===== config.mk =====
export PLATFORM = sky130hd
export DESIGN_NAME = bp_fe_queue_sender_flat
export DESIGN_NICKNAME = d
export VERILOG_FILES = /design/src/rtl/bp_fe_queue_sender_pkg.sv /design/src/rtl/bp_fe_queue_sender_if.sv /design/src/rtl/bp_fe_queue_buffer.sv /design/src/rtl/bp_fe_queue_sender.sv /design/src/flat_wrapper.sv
export SDC_FILE = /design/constraint.sdc
export NUM_CORES = 1
export LEC_CHECK = 0
export BUFFER_PORTS_ARGS = -buffer_cell sky130_fd_sc_hd__buf_2
export CORE_UTILIZATION = 25
export CTS_BUF_LIST = sky130_fd_sc_hd__clkbuf_16
export CTS_CLUSTER_DIAMETER = 80
export DETAILED_ROUTE_END_ITERATION = 8
export GPL_ROUTABILITY_DRIVEN = 0
export PLACE_DENSITY_LB_ADDON = 0.2
export RECOVER_POWER = 25
export REMOVE_ABC_BUFFERS = 1
export SLEW_MARGIN = 15
export SYNTH_ARGS = -nofsm -noshare
export SYNTH_HDL_FRONTEND = slang
export SYNTH_SLANG_ARGS = --single-unit

===== constraint.sdc =====
create_clock -name clk_i -period 15.03 [get_ports clk_i]
set_input_delay 3.006 -clock clk_i [delete_from_list [all_inputs] [get_ports clk_i]]
set_output_delay 3.006 -clock clk_i [all_outputs]
set_load 0.05 [all_outputs]

===== src/rtl/bp_fe_queue_sender_pkg.sv =====
// Shared FE-side types: processor config, FE->BE queue message layout and sender FSM states.
package bp_fe_queue_sender_pkg;

  typedef enum logic [0:0] {e_bp_default_cfg = 1'b0} bp_params_e;

  localparam int unsigned vaddr_width_gp               = 39;
  localparam int unsigned branch_metadata_fwd_width_gp = 32;
  localparam int unsigned instr_width_gp               = 32;
  localparam int unsigned exception_code_width_gp      = 2;

  function automatic int unsigned bp_vaddr_width(bp_params_e cfg);
    case (cfg)
      e_bp_default_cfg: return vaddr_width_gp;
      default:          return vaddr_width_gp;
    endcase
  endfunction

  function automatic int unsigned bp_branch_metadata_width(bp_params_e cfg);
    case (cfg)
      e_bp_default_cfg: return branch_metadata_fwd_width_gp;
      default:          return branch_metadata_fwd_width_gp;
    endcase
  endfunction

  typedef enum logic [exception_code_width_gp-1:0] {
    e_instr_page_fault   = 2'd0,
    e_instr_access_fault = 2'd1,
    e_itlb_miss          = 2'd2,
    e_icache_miss        = 2'd3
  } bp_fe_exception_code_e;

  typedef enum logic {
    e_fe_fetch     = 1'b0,
    e_fe_exception = 1'b1
  } bp_fe_msg_type_e;

  typedef enum logic {
    e_run   = 1'b0,
    e_stall = 1'b1
  } bp_fe_queue_sender_state_e;

  typedef struct packed {
    logic [vaddr_width_gp-1:0]               pc;
    logic [instr_width_gp-1:0]               instr;
    logic [branch_metadata_fwd_width_gp-1:0] branch_metadata_fwd;
  } bp_fe_fetch_s;

  localparam int unsigned fe_fetch_width_gp = $bits(bp_fe_fetch_s);

  // Exception view is padded in the LSBs so both union members share one width.
  typedef struct packed {
    logic [vaddr_width_gp-1:0]                                           vaddr;
    bp_fe_exception_code_e                                               exception_code;
    logic [fe_fetch_width_gp-vaddr_width_gp-exception_code_width_gp-1:0] padding;
  } bp_fe_exception_s;

  typedef union packed {
    bp_fe_fetch_s     fetch;
    bp_fe_exception_s exception;
  } bp_fe_msg_u;

  typedef struct packed {
    bp_fe_msg_type_e msg_type;
    bp_fe_msg_u      msg;
  } bp_fe_queue_s;

  localparam int unsigned fe_queue_width_gp = $bits(bp_fe_queue_s);

endpackage


===== src/rtl/bp_fe_queue_sender_if.sv =====
// FE->BE issue queue handshake: head message, valid from the sender, ready from the BE.
interface bp_fe_queue_sender_if;
  import bp_fe_queue_sender_pkg::*;

  bp_fe_queue_s fe_queue;
  logic         fe_queue_v;
  logic         fe_queue_ready;

  modport master (output fe_queue, output fe_queue_v, input  fe_queue_ready);
  modport slave  (input  fe_queue, input  fe_queue_v, output fe_queue_ready);

endinterface


===== src/rtl/bp_fe_queue_buffer.sv =====
// Circular message buffer with synchronous clear; els_p must be a power of two so pointers wrap freely.
module bp_fe_queue_buffer #(
  parameter int unsigned els_p   = 2,
  parameter int unsigned width_p = 8
) (
  input  logic               clk_i,
  input  logic               reset_i,
  input  logic               enq_v,
  input  logic               deq_v,
  input  logic               clr_v,
  input  logic [width_p-1:0] data_in,
  output logic [width_p-1:0] data_out,
  output logic               full,
  output logic               empty
);

  localparam int unsigned ptr_width_lp = $clog2(els_p);

  typedef logic [ptr_width_lp-1:0] ptr_t;
  typedef logic [ptr_width_lp:0]   count_t;

  ptr_t               rptr_q, wptr_q;
  count_t             count_q;
  logic [width_p-1:0] mem_q [els_p];
  logic               enq_ok, deq_ok;

  assign full     = (count_q == count_t'(els_p));
  assign empty    = (count_q == '0);
  assign enq_ok   = enq_v & ~full & ~clr_v;
  assign deq_ok   = deq_v & ~empty & ~clr_v;
  assign data_out = mem_q[rptr_q];

  always_ff @(posedge clk_i or posedge reset_i) begin
    if (reset_i) begin
      rptr_q  <= '0;
      wptr_q  <= '0;
      count_q <= '0;
    end else if (clr_v) begin
      rptr_q  <= '0;
      wptr_q  <= '0;
      count_q <= '0;
    end else begin
      if (enq_ok) wptr_q <= wptr_q + ptr_t'(1);
      if (deq_ok) rptr_q <= rptr_q + ptr_t'(1);
      if (enq_ok & ~deq_ok)      count_q <= count_q + count_t'(1);
      else if (deq_ok & ~enq_ok) count_q <= count_q - count_t'(1);
    end
  end

  // Storage carries no reset; contents are only observed while count is nonzero.
  always_ff @(posedge clk_i) begin
    if (enq_ok) mem_q[wptr_q] <= data_in;
  end

endmodule


===== src/rtl/bp_fe_queue_sender.sv =====
// Packs FE fetch results/exceptions into queue messages and stalls fetch after an exception until flush.
module bp_fe_queue_sender
  import bp_fe_queue_sender_pkg::*;
#(
  parameter bp_params_e  bp_params_p = e_bp_default_cfg,
  parameter int unsigned els_p       = 2,
  localparam int unsigned vaddr_width_p               = bp_vaddr_width(bp_params_p),
  localparam int unsigned branch_metadata_fwd_width_p = bp_branch_metadata_width(bp_params_p),
  localparam int unsigned fe_queue_width_lp           = $bits(bp_fe_queue_s)
) (
  input  logic                                   clk_i,
  input  logic                                   reset_i,

  input  logic                                   fetch_v_i,
  output logic                                   fetch_ready_o,
  input  logic [vaddr_width_p-1:0]               fetch_pc_i,
  input  logic [31:0]                            fetch_instr_i,
  input  logic [branch_metadata_fwd_width_p-1:0] fetch_branch_metadata_i,
  input  logic                                   fetch_exception_v_i,
  input  bp_fe_exception_code_e                  fetch_exception_code_i,

  input  logic                                   flush_i,

  bp_fe_queue_sender_if.master                   fe_queue_if
);

  bp_fe_queue_sender_state_e  state_q;
  bp_fe_queue_s               msg;
  logic [fe_queue_width_lp-1:0] head;
  logic                       full, empty, accept, dequeue;

  assign fetch_ready_o          = (state_q == e_run) & ~full & ~flush_i & ~reset_i;
  assign accept                 = fetch_v_i & fetch_ready_o;
  assign fe_queue_if.fe_queue_v = ~empty & ~flush_i;
  assign dequeue                = fe_queue_if.fe_queue_v & fe_queue_if.fe_queue_ready;
  assign fe_queue_if.fe_queue   = bp_fe_queue_s'(head);

  always_comb begin
    msg = '0;
    if (fetch_exception_v_i) begin
      msg.msg_type                     = e_fe_exception;
      msg.msg.exception.vaddr          = fetch_pc_i;
      msg.msg.exception.exception_code = fetch_exception_code_i;
    end else begin
      msg.msg_type                      = e_fe_fetch;
      msg.msg.fetch.pc                  = fetch_pc_i;
      msg.msg.fetch.instr               = fetch_instr_i;
      msg.msg.fetch.branch_metadata_fwd = fetch_branch_metadata_i;
    end
  end

  always_ff @(posedge clk_i or posedge reset_i) begin
    if (reset_i) begin
      state_q <= e_run;
    end else begin
      case (state_q)
        e_run:   if (accept & fetch_exception_v_i) state_q <= e_stall;
        e_stall: if (flush_i) state_q <= e_run;
        default: state_q <= e_run;
      endcase
    end
  end

  // flush doubles as the buffer clear; accept/dequeue are already masked by it.
  bp_fe_queue_buffer #(
    .els_p   (els_p),
    .width_p (fe_queue_width_lp)
  ) buffer (
    .clk_i    (clk_i),
    .reset_i  (reset_i),
    .enq_v    (accept),
    .deq_v    (dequeue),
    .clr_v    (flush_i),
    .data_in  (msg),
    .data_out (head),
    .full     (full),
    .empty    (empty)
  );

endmodule


===== src/flat_wrapper.sv =====
// flat-port wrapper written by rule: the top's interface ports become plain ports
module bp_fe_queue_sender_flat import bp_fe_queue_sender_pkg::*;
#(
  parameter bp_params_e  bp_params_p = e_bp_default_cfg,
  parameter int unsigned els_p       = 2,
  localparam int unsigned vaddr_width_p               = bp_vaddr_width(bp_params_p),
  localparam int unsigned branch_metadata_fwd_width_p = bp_branch_metadata_width(bp_params_p),
  localparam int unsigned fe_queue_width_lp           = $bits(bp_fe_queue_s)
)
  (clk_i, reset_i, fetch_v_i, fetch_ready_o, fetch_pc_i, fetch_instr_i, fetch_branch_metadata_i, fetch_exception_v_i, fetch_exception_code_i, flush_i, fe_queue_if_fe_queue, fe_queue_if_fe_queue_v, fe_queue_if_fe_queue_ready);
  bp_fe_queue_sender_if fe_queue_if_i ();
  input  logic clk_i;
  input  logic reset_i;
  input  logic fetch_v_i;
  output logic fetch_ready_o;
  input  logic [vaddr_width_p-1:0] fetch_pc_i;
  input  logic [31:0] fetch_instr_i;
  input  logic [branch_metadata_fwd_width_p-1:0] fetch_branch_metadata_i;
  input  logic fetch_exception_v_i;
  input  bp_fe_exception_code_e fetch_exception_code_i;
  input  logic flush_i;
  output wire logic [$bits(fe_queue_if_i.fe_queue)-1:0] fe_queue_if_fe_queue;
  output wire logic [$bits(fe_queue_if_i.fe_queue_v)-1:0] fe_queue_if_fe_queue_v;
  input wire logic [$bits(fe_queue_if_i.fe_queue_ready)-1:0] fe_queue_if_fe_queue_ready;
  assign fe_queue_if_fe_queue = fe_queue_if_i.fe_queue;
  assign fe_queue_if_fe_queue_v = fe_queue_if_i.fe_queue_v;
  assign fe_queue_if_i.fe_queue_ready = fe_queue_if_fe_queue_ready;
  bp_fe_queue_sender #(.bp_params_p(bp_params_p), .els_p(els_p)) u_core (.clk_i(clk_i), .reset_i(reset_i), .fetch_v_i(fetch_v_i), .fetch_ready_o(fetch_ready_o), .fetch_pc_i(fetch_pc_i), .fetch_instr_i(fetch_instr_i), .fetch_branch_metadata_i(fetch_branch_metadata_i), .fetch_exception_v_i(fetch_exception_v_i), .fetch_exception_code_i(fetch_exception_code_i), .flush_i(flush_i), .fe_queue_if(fe_queue_if_i));
endmodule

==> out/metrics.cfg <==
[setup_path]
critPathKind = input pin to output pin
crit_arrival_ns = 3.76
ff2ff_path_depth = 4
critPathRequiredTime_ns = 12.02
timing.rr.start = u_core.state_q
r2r_slack_ns = 12.59
endpoint = fetch_ready_o
r2r-end = u_core.buffer.mem_q[0][88]
worst-path-buf-inv = 2
path_depth = 3
crit_chain = buf_2, nor4_1, buf_2
crit_path_frequent_cell = buf_2
cp-startpoint = flush_i
cp-end-kind = output pin
max_stage_delay_ns = 0.32
cp_max_fo = 7
crit_family = buffers and inverters
crit_slowest_cell = buf_2
cp-start-kind = input pin

[floorplanning]
die_w_um = 184
core_area_mm2 = 0.0325
rows = 66
ioPinCount = 217
die_h_um = 184
start_util = 0.254
dieArea_mm2 = 0.0338

[timing]
fin_skew_ns = 0.00885
worst_slack_ns = 8.26
hold_violations = 0
fin_crit_sh = 0.450
max_freq_mhz = 148
relSlewSlack = -1.24
rsz0062_at_grt = no
min_period_ns = 6.77
maxSlewViolCount = 68
tightest_slew_ns = 3.36
finalSetupViolCount = 0
tns_ns = 0

[logic_synthesis]
yosys_most_used_dff = edfxtp_1
synth-compound-area-share = 0.00469
ys_warn_count = 0
synthMuxAreaShare = 0.146
synthArstFlopShare = 0.0235
yosys-top-cells-area = edfxtp_1 76%, mux2_2 14%, nor2b_1 4.7%
synthAdderAreaFrac = 0
yosys.area.top_type_share = 0.756
seq_area_frac_synth = 0.771
synth.avg_cell_area_um2 = 19.3
synthCells = 428
synth_edf_count = 208
syn_area_mm2 = 0.00826
synth_cell_types = 25
synthXorXnorAreaFrac = 0.00106
synthSimpleGateAreaFrac = 0.0613
synth_top_family_by_area = multiplexers
ys_ff_latch = 213
synth_top_area_cell = edfxtp_1

[routing]
wire_per_inst_um = 15.3
vias = 4511
routed_wl_um = 17000
dr.pass1.iters = 4
drc = 0
drt-vias-per-instance = 4.04
ant_nets = 0
drt_iter0_drc = 184

[clocking]
ctsResizeCount = 0
cts_root_buf = clkbuf_16
cts_sinks = 213
clk_latency_ns = 0.51
postCtsSetupRepairBufs = 0
clockBufferDepth = 3
cts_tree = built
cts_made_buffers = 25
h-tree-depth = 1
clk_pin_slew_ns = 0.06
hold_buffers = 0

[layout]
diodes = 0
drive_above_1_share = 0.506
area_growth_syn_to_layout_pct = 28.1
fin_nets = 769
design_area_mm2 = 0.0106

[outcome]
status = finished with violations
violations = max-capacitance violations, max-slew violations

[placed_design]
dp_hpwl_um = 10700
io_buffers = 216
place_area_mm2 = 0.00983
dp_slack_ns = 8.24

[grt]
grt_usage = 0.0977
antenna_found_initial = 1
grt_start_max_net_pins = 68
grt_pass1_wl_um = 25800
grt_overflow = 0
grt_pass1_vias = 4937

[power]
p_seq_frac = 0.478
switching_share = 0.243
combPwrFrac = 0.112
switchingPower_uw = 342
ir_worst_vdd_uv = 90.3
p_leak_nw = 3.78
p_int_mw = 1.07
p_per_area_mw_per_mm2 = 133
clkPwrFrac = 0.410

[min_path]
hold_start = u_core.buffer.wptr_q
hold_path.class = flip-flop to flip-flop

[flow_run]
maxCapViolations = 1

-- sequential cells by signal, summed over array words and instances, names as in the netlist --
name	flops
u_core.buffer.wptr_q	1
u_core.buffer.count_q	2
u_core.state_q	1
u_core.buffer.mem_q	208
u_core.buffer.rptr_q	1
-- per-layer routing --
| metal | track usage | vias to the layer above | wire, µm |
|---|---|---|---|
| li1 | - | 2097 | - |
| met2 | 0.170 | 160 | 8270 |
| met4 | 0.0317 | 2 | 472 |
| met3 | 0.0297 | 31 | 1180 |
| met5 | 0 | - | 13 |
| met1 | 0.115 | 2221 | 7110 |
-- cells in the final DEF (no fill, tap or decap) --
master | Yosys | routed
a2111oi_0 | 0 | 1
inv_1 | 2 | 7
nor4_1 | 1 | 1
nor3b_1 | 1 | 1
clkbuf_16 | 0 | 25
nand2b_1 | 1 | 1
nor4_2 | 1 | 1
clkinvlp_4 | 0 | 1
a31oi_1 | 1 | 1
mux2i_1 | 1 | 1
nor2b_1 | 62 | 62
o21ai_0 | 1 | 1
clkinv_2 | 0 | 3
nor4b_1 | 0 | 1
dfrtp_1 | 5 | 4
or3b_4 | 1 | 1
a22oi_1 | 1 | 1
dfrtp_4 | 0 | 1
buf_1 | 0 | 1
a32o_1 | 1 | 1
and2b_1 | 2 | 2
nor2_1 | 6 | 4
clkbuf_1 | 6 | 25
buf_2 | 7 | 191
edfxtp_1 | 208 | 208
nand3b_1 | 1 | 1
xor2_1 | 1 | 1
clkinv_4 | 0 | 2
nor2_4 | 0 | 2
clkinv_1 | 0 | 4
mux2_2 | 106 | 106
nand2_1 | 4 | 4
bufinv_16 | 0 | 3
buf_4 | 0 | 5
-- final cells by class --
cell class                      instances  area [µm²]
Inverter                                2        7.51
Clock buffer                           25         626
Sequential cell                       213        6370
Clock inverter                         18         164
Timing Repair Buffer                  222        1090
Fill cell                            3270       22000
Tap cell                              442         553
Multi-Input combinational cell        194        1770
-- how the worst min path moves through the flow --
stage / to / slack [ns] / depth (start not counted)
after floorplan: u_core.buffer.wptr_q / 0.45 / 1
after global placement: u_core.buffer.wptr_q / 0.52 / 1
after detailed placement: u_core.buffer.wptr_q / 0.53 / 1
after CTS: u_core.buffer.wptr_q / 0.54 / 1
after global routing: u_core.buffer.wptr_q / 0.57 / 1
final: u_core.buffer.wptr_q / 0.54 / 1
-- power groups by stage --
stage	Clock [mW]	Sequential [mW]	Combinational (mW)
floorplan	0	0.688	0.112
global placement	0	0.686	0.159
detailed placement	0	0.687	0.161
CTS	0.602	0.674	0.161
global route	0.623	0.675	0.167
finish	0.578	0.674	0.158
-- per-stage QoR --
| step | total power [mW] | instances | hold WS [ns] | util |
|---|---|---|---|---|
| after floorplan | 0.800 | 409 | 0.446 | - |
| after global placement | 0.845 | 1073 | 0.522 | 0.302 |
| after detailed placement | 0.848 | 1073 | 0.532 | 0.302 |
| after CTS | 1.44 | 1116 | 0.539 | 0.327 |
| after global routing | 1.47 | 1116 | 0.565 | 0.325 |
| final | 1.41 | 1116 | 0.537 | 0.325 |
-- cells by family after synthesis --
kind of cell,Yosys count
flops,213
mux,107
simple gates,81
buf+inv,21
compound gates,5
xor+xnor,1
-- synth_stat cells (2+ instances only) --
| cell type | n |
|---|---|
| and2b_1 | 2 |
| clkbuf_1 | 6 |
| nand2_1 | 4 |
| edfxtp_1 | 208 |
| inv_1 | 2 |
| nor2b_1 | 62 |
| buf_2 | 7 |
| dfrtp_1 | 5 |
| nor2_1 | 6 |
| mux2_2 | 106 |
| buf_6 | 6 |
(Power assumes the default switching activity.)
